$ cat config.mk
export PLATFORM = sky130hd
export DESIGN_NAME = mem_arbiter
export DESIGN_NICKNAME = d
export VERILOG_FILES = /design/src/rtl/mem_arbiter.sv
export SDC_FILE = /design/constraint.sdc
export NUM_CORES = 1
export LEC_CHECK = 0
export ABC_AREA = 1
export BUFFER_PORTS_ARGS = -buffer_cell sky130_fd_sc_hd__buf_4
export CAP_MARGIN = 20
export CORE_MARGIN = 3
export CORE_UTILIZATION = 39
export DETAILED_ROUTE_END_ITERATION = 10
export GPL_ROUTABILITY_DRIVEN = 0
export PLACE_DENSITY = 0.76
export SYNTH_ARGS = -nofsm -noshare
export SYNTH_HDL_FRONTEND = slang
export SYNTH_SLANG_ARGS = --single-unit
$ cat constraint.sdc
create_clock -name clk_i -period 1.05 [get_ports clk_i]
set_input_delay 0.105 -clock clk_i [delete_from_list [all_inputs] [get_ports clk_i]]
set_output_delay 0.105 -clock clk_i [all_outputs]
set_load 0.1 [all_outputs]
$ cat src/rtl/mem_arbiter.sv
`default_nettype none
// ============================================================================
// Module   : mem_arbiter
// Purpose  : Two-port arbiter for the unified instruction/data memory of the
//            multi-cycle CPU. Port 0 is the CPU datapath and port 1 is the
//            DMA/loader engine. One access is in flight at a time. The
//            arbitration policy is round-robin, or CPU priority with a
//            starvation limit for port 1.
// Ports    : clk_i, reset_i         - clock, synchronous active-high reset
//            reqN_i/weN_i/addrN_i/wdataN_i - request and attributes per port
//            gntN_o                 - request issued to memory this cycle
//            rvalidN_o              - rdata_o is valid for port N
//            rdata_o                - read data, combinational copy of mem_rdata_i
//            mem_en_o/mem_we_o/mem_addr_o/mem_wdata_o - memory command
//            mem_rdata_i            - synchronous-read memory output
//            busy_o                 - an access is in progress
// Revision : 1.0 - initial release
// ============================================================================
module mem_arbiter #(
    parameter int unsigned ADDR_W     = 32,
    parameter int unsigned DATA_W     = 32,
    parameter int unsigned CPU_PRIO   = 0,
    parameter int unsigned STARVE_MAX = 3
) (
    input  logic              clk_i,
    input  logic              reset_i,
    input  logic              req0_i,
    input  logic              we0_i,
    input  logic [ADDR_W-1:0] addr0_i,
    input  logic [DATA_W-1:0] wdata0_i,
    input  logic              req1_i,
    input  logic              we1_i,
    input  logic [ADDR_W-1:0] addr1_i,
    input  logic [DATA_W-1:0] wdata1_i,
    output logic              gnt0_o,
    output logic              gnt1_o,
    output logic              rvalid0_o,
    output logic              rvalid1_o,
    output logic [DATA_W-1:0] rdata_o,
    output logic              mem_en_o,
    output logic              mem_we_o,
    output logic [ADDR_W-1:0] mem_addr_o,
    output logic [DATA_W-1:0] mem_wdata_o,
    input  logic [DATA_W-1:0] mem_rdata_i,
    output logic              busy_o
);

    localparam logic [3:0] C_STARVE_MAX = 4'(STARVE_MAX);

    typedef enum logic [1:0] {
        S_IDLE  = 2'd0,
        S_ISSUE = 2'd1,
        S_RESP  = 2'd2
    } state_t;

    state_t              state_q, state_d;
    logic                win_q, win_d;           // 0 = port 0, 1 = port 1
    logic                we_q, we_d;
    logic [ADDR_W-1:0]   addr_q, addr_d;
    logic [DATA_W-1:0]   wdata_q, wdata_d;
    logic                last_gnt_q, last_gnt_d;
    logic [3:0]          starve_q, starve_d;

    logic                w_arb_win;
    logic                w_any_req;

    assign w_any_req = req0_i | req1_i;

    // Winner selection, evaluated every cycle but only used in S_IDLE.
    always_comb begin
        w_arb_win = 1'b0;
        if (req1_i && !req0_i) begin
            w_arb_win = 1'b1;
        end else if (req1_i && req0_i) begin
            if (CPU_PRIO == 0) begin
                w_arb_win = ~last_gnt_q;
            end else begin
                // Port 1 is forced once it has lost STARVE_MAX times in a row.
                w_arb_win = (starve_q == C_STARVE_MAX);
            end
        end
    end

    always_ff @(posedge clk_i) begin
        if (reset_i) begin
            state_q    <= S_IDLE;
            win_q      <= 1'b0;
            we_q       <= 1'b0;
            addr_q     <= '0;
            wdata_q    <= '0;
            last_gnt_q <= 1'b1;   // port 0 wins the first tie
            starve_q   <= 4'd0;
        end else begin
            state_q    <= state_d;
            win_q      <= win_d;
            we_q       <= we_d;
            addr_q     <= addr_d;
            wdata_q    <= wdata_d;
            last_gnt_q <= last_gnt_d;
            starve_q   <= starve_d;
        end
    end

    always_comb begin
        state_d    = state_q;
        win_d      = win_q;
        we_d       = we_q;
        addr_d     = addr_q;
        wdata_d    = wdata_q;
        last_gnt_d = last_gnt_q;
        starve_d   = starve_q;

        case (state_q)
            S_IDLE: begin
                if (w_any_req) begin
                    state_d    = S_ISSUE;
                    win_d      = w_arb_win;
                    last_gnt_d = w_arb_win;
                    we_d       = w_arb_win ? we1_i    : we0_i;
                    addr_d     = w_arb_win ? addr1_i  : addr0_i;
                    wdata_d    = w_arb_win ? wdata1_i : wdata0_i;
                    if (req1_i && !w_arb_win) begin
                        if (starve_q >= C_STARVE_MAX) begin
                            starve_d = C_STARVE_MAX;
                        end else begin
                            starve_d = starve_q + 4'd1;
                        end
                    end else begin
                        starve_d = 4'd0;
                    end
                end
            end
            S_ISSUE: begin
                state_d = we_q ? S_IDLE : S_RESP;
            end
            S_RESP: begin
                state_d = S_IDLE;
            end
            default: begin
                state_d = S_IDLE;
            end
        endcase
    end

    // The command attributes are held in registers so mem_addr/mem_wdata
    // keep their last value between accesses.
    assign mem_en_o    = (state_q == S_ISSUE);
    assign mem_we_o    = (state_q == S_ISSUE) & we_q;
    assign mem_addr_o  = addr_q;
    assign mem_wdata_o = wdata_q;

    assign gnt0_o      = (state_q == S_ISSUE) & ~win_q;
    assign gnt1_o      = (state_q == S_ISSUE) &  win_q;
    assign rvalid0_o   = (state_q == S_RESP)  & ~win_q;
    assign rvalid1_o   = (state_q == S_RESP)  &  win_q;
    assign rdata_o     = mem_rdata_i;
    assign busy_o      = (state_q != S_IDLE);

endmodule
`default_nettype wire

-- Yosys cells after proc, flatten, opt, wreduce, memory -nomap -nowiden
Index checks and enable logic that the tools add are counted.
W data, S select, Z words.
- equal/unequal tests: 3
- multiplexer cells: 8
- bitwise gates (word level): 8
- reduce and logical (&&, ||, !) cells: 6
- operator list (operator ; count):
    $mux W32 ; 2
    $and A1 B1 Y1 ; 5
    $mux W2 ; 2
    $pmux W2 S2 ; 1
    $mux W1 ; 3
    $eq A2 B1 Y1 const B ; 1
    $eq A2 B2 Y1 const B ; 1
    $logic_and A1 B1 Y1 ; 2
    $logic_not A2 Y1 ; 1
    $ne A2 B2 Y1 const B ; 1
    $not A1 Y1 ; 2
    $reduce_and A2 Y1 ; 1
    $reduce_bool A2 Y1 ; 1
    $logic_not A1 Y1 ; 1
    $or A1 B1 Y1 ; 1
- flip-flop bits (word level): 69
- logic and storage cells: 31

-- Logic depth before layout (Yosys ltp)
- depth after elaboration: 4
- gate-level depth with buffers: 8
- gate-level depth less buffers: 6

-- Least setup slack after synthesis
Ideal clock, no wire load.
- path kind: flip-flop to output port
- start point: register win_q
- end point: output port rvalid1_o
- arrival: 2.458 ns
- required time: 0.945 ns
- setup slack: -1.513 ns
- stages on the path, launching flop included: 3
- path buffers: 0
- path through: dfxtp_1 -> inv_1 -> nor3_1
- longest elaborated chain between the ends: 1
- RTL lines (what ; RTL line ; source):
    start, declared ; 57 ; logic win_q, win_d;
    start signal, assigned ; 95 ; win_q <= win_d;
    $and A1 B1 Y1 ; 155 ; assign rvalid1_o = (state_q == S_RESP) & win_q;
    end, declared ; 38 ; output logic rvalid1_o,
Every way passes these cells.

-- Final worst setup path
- start point: register state_q[0]
- end point: register wdata_q[23], in the netlist mem_wdata_o[23]
- longest elaborated chain between the ends: 2
- RTL lines (what ; RTL line ; source):
    start, declared ; 56 ; state_t state_q, state_d;
    start signal, assigned ; 94 ; state_q <= state_d;
    $logic_not A2 Y1 ; 113 ; case (state_q)
    $reduce_and A2 Y1 (no source line) ; n/a ;
    end signal, assigned ; 98 ; wdata_q <= wdata_d;
    end, declared ; 60 ; logic [DATA_W-1:0] wdata_q, wdata_d;
Every way passes these cells.
A chain may end at the register's enable or synchronous reset.

==> results.json <==
{
  "crit_slowest_cell": "dfxtp_4",
  "clockRootBuffer": "clkbuf_8",
  "grt_overflow": 0,
  "htree_levels": 3,
  "totalWireLength_um": 13800,
  "crit_family": "buffers and inverters",
  "drive_above_1_share_pct": 43.9,
  "timing.rr.start": "state_q[0]",
  "vias_per_cell": 4.64,
  "synth_top_area_cell": "dfxtp_1",
  "final_cell_mix": "177 x nand2_1, 142 x buf_4, 107 x nor2_1",
  "num_antenna_cells": 0,
  "holdWs_ns": 0.0934,
  "maxCapViolations": 0,
  "hold_viol": 0,
  "holdCritStartpoint": "wdata1_i[7]",
  "hold_path_class": "input pin to flip-flop",
  "wl_met1_um": 5570,
  "numPlacedInstances": 976,
  "grt_pass1_vias": 4327,
  "syn2layout_area_growth_pct": 63.7,
  "netlist_instances": 695,
  "cts.clk_slew.worst_paths_ns": 0.08,
  "tightest_slew_ns": 0.380,
  "ir_drop_uv": 936,
  "tritoncts": "built",
  "final.setup_skew_ns": 0.0112,
  "slew_headroom_pct": 74.4,
  "fin_tns_setup_ns": -19.39,
  "endpoint_kind": "flip-flop",
  "synth_cell_types": 17,
  "setup_ws_ns": -0.314,
  "syn_area_per_cell_um2": 6.17,
  "dieHeight_um": 111,
  "crit_cells": 9,
  "rsz0062_at_grt": "true",
  "final_nets": 1033,
  "synth_seq_cells": 69,
  "place_area_um2": 5960,
  "arrival_ns": 1.59,
  "wl_met3_um": 1080,
  "initial_core_util_pct": 40.8,
  "status": "complete, but fails checks",
  "maxSlewViolCount": 0,
  "core_area_um2": 10500,
  "postRouteAntennaNets": 0,
  "std_cell_rows": 37,
  "pre_cts_ws_ns": -0.148,
  "fmax_mhz": 733,
  "dp_hpwl_um": 8820,
  "crit_start": "state_q[0]",
  "synth.area.top_cells": "dfxtp_1 32%, nand2_1 18%, nor2_1 12%",
  "wl_met2_um": 6890,
  "numCtsBuffers": 9,
  "clk_path_buf_depth": 2,
  "finalNonFillerCells": 1008,
  "synth_nets": 861,
  "yosysSeqAreaShare_pct": 32.2,
  "yosysTopAreaCellShare_pct": 32.2,
  "drtIter0Drc": 320,
  "die_area_um2": 12300,
  "clkSinkCount": 69,
  "firstDrtPassIters": 4,
  "max_stage_delay_ns": 0.35,
  "startpoint_type": "flip-flop",
  "fin_crit_ns": 1.36,
  "p_leak_uw": 0.00349,
  "p_per_area_nw_per_um2": 1590,
  "mostFrequentLayoutCell": "nand2_1",
  "port_buffers": 204,
  "via_count": 4676,
  "cp_cell_sequence": "buf_6, inv_6, nand2_8, nor2_4, buf_6, buf_12, nand2_1, nor2_1, nor2_1",
  "worst-setup-path-type": "flip-flop to flip-flop",
  "rr_worst_depth": 9,
  "synth_area_um2": 4290,
  "track_usage_pct": 19.8,
  "antenna_found_initial": 0,
  "critPathBufInv": 4,
  "required_ns": 1.28,
  "hold_depth": 5,
  "report.final.setup_viol": 74,
  "die_w_um": 111,
  "top_layer": "met4",
  "final_area_um2": 7020,
  "yosysWarnings": 0,
  "grt_pass1_wl_um": 20400,
  "ios": 269,
  "timing.final.crit_share_pct": 130,
  "violations": "setup timing",
  "drc": 0,
  "crit_path_max_fanout": 8,
  "clk-insertion-delay-late_ns": 0.34,
  "wl_per_cell_um": 13.7,
  "grt_max_degree": 63
}
## metal layers
| metal | up-vias | track usage [%] |
|---|---|---|
| li1 | 2426 | - |
| met1 | 2052 | 23.3 |
| met2 | 168 | 35.0 |
| met3 | 30 | 5.19 |
| met4 | 0 | 6.32 |
| met5 | - | 0 |
## timing repair
item	in CTS	in global routing
pin swaps	4	37
endpoints found under the hold margin	3	0
gates resized for setup	94	83
cloned	1	8
setup endpoints to repair	138	80
buffers inserted	3	3
hold buffers	1	0
## per-stage QoR
step / total power [µW] / utilization (%)
global route: 11700 / 66.8
detailed placement: 8230 / 56.7
floorplan: 7560 / -
finish: 11100 / 66.8
CTS: 10700 / 62.4
global placement: 8190 / 56.7
## state kept, by name, indices dropped and copies added (netlist names)
name,count
mem_wdata_o,32
state_q,2
mem_addr_o,32
win_q,1
last_gnt_q,1
we_q,1
## worst reg2reg max path, delay by kind of cell (launching register included)
| kind | cells | cell delay (ns) |
|---|---|---|
| flops | 1 | 0.35 |
| simple gates | 5 | 0.40 |
| buf+inv | 4 | 0.51 |
## cells in the mapped netlist
cell type	count
a21oi_1	1
inv_2	2
dfxtp_1	69
nor2_1	135
clkbuf_1	13
a21boi_0	27
buf_4	44
a21boi_1	38
o21ai_2	1
buf_2	21
buf_1	1
inv_1	68
nand3_1	67
nand2_1	200
nor2_2	2
buf_6	3
nor3_1	3
## power by group
part | switching (µW) | internal, µW | total [µW]
registers | 229 | 3000 | 3230
logic | 3860 | 1940 | 5800
clock network | 1010 | 1100 | 2110
total | 5100 | 6040 | 11100
## worst paths after layout
path | end | slack, ns
setup / recovery | mem_wdata_o[23] | -0.31
hold / removal | mem_wdata_o[7] | 0.09
setup reg to reg | mem_wdata_o[23] | -0.31
hold reg to reg | state_q[1] | 0.42
## logic make-up (layout without fill, tap and decap cells)
group                  after synthesis  count (layout)  share of synthesized area [%]
AND/OR/NAND/NOR                    407             407                           37.8
flip-flops                          69              69                           32.2
AO/OA/AOI/OAI                       67              67                           11.7
buffers and inverters              152             329                           18.3
## cell type report
cell class,instances,area [µm²]
inverters,70,274
flip-flops and latches,69,1470
repair buffers,243,2460
clock buffers,12,135
clock inverters,4,48.8
multi-input cells,474,2460
fillers,914,3490
well taps,136,170
(Power assumes the default switching activity.)
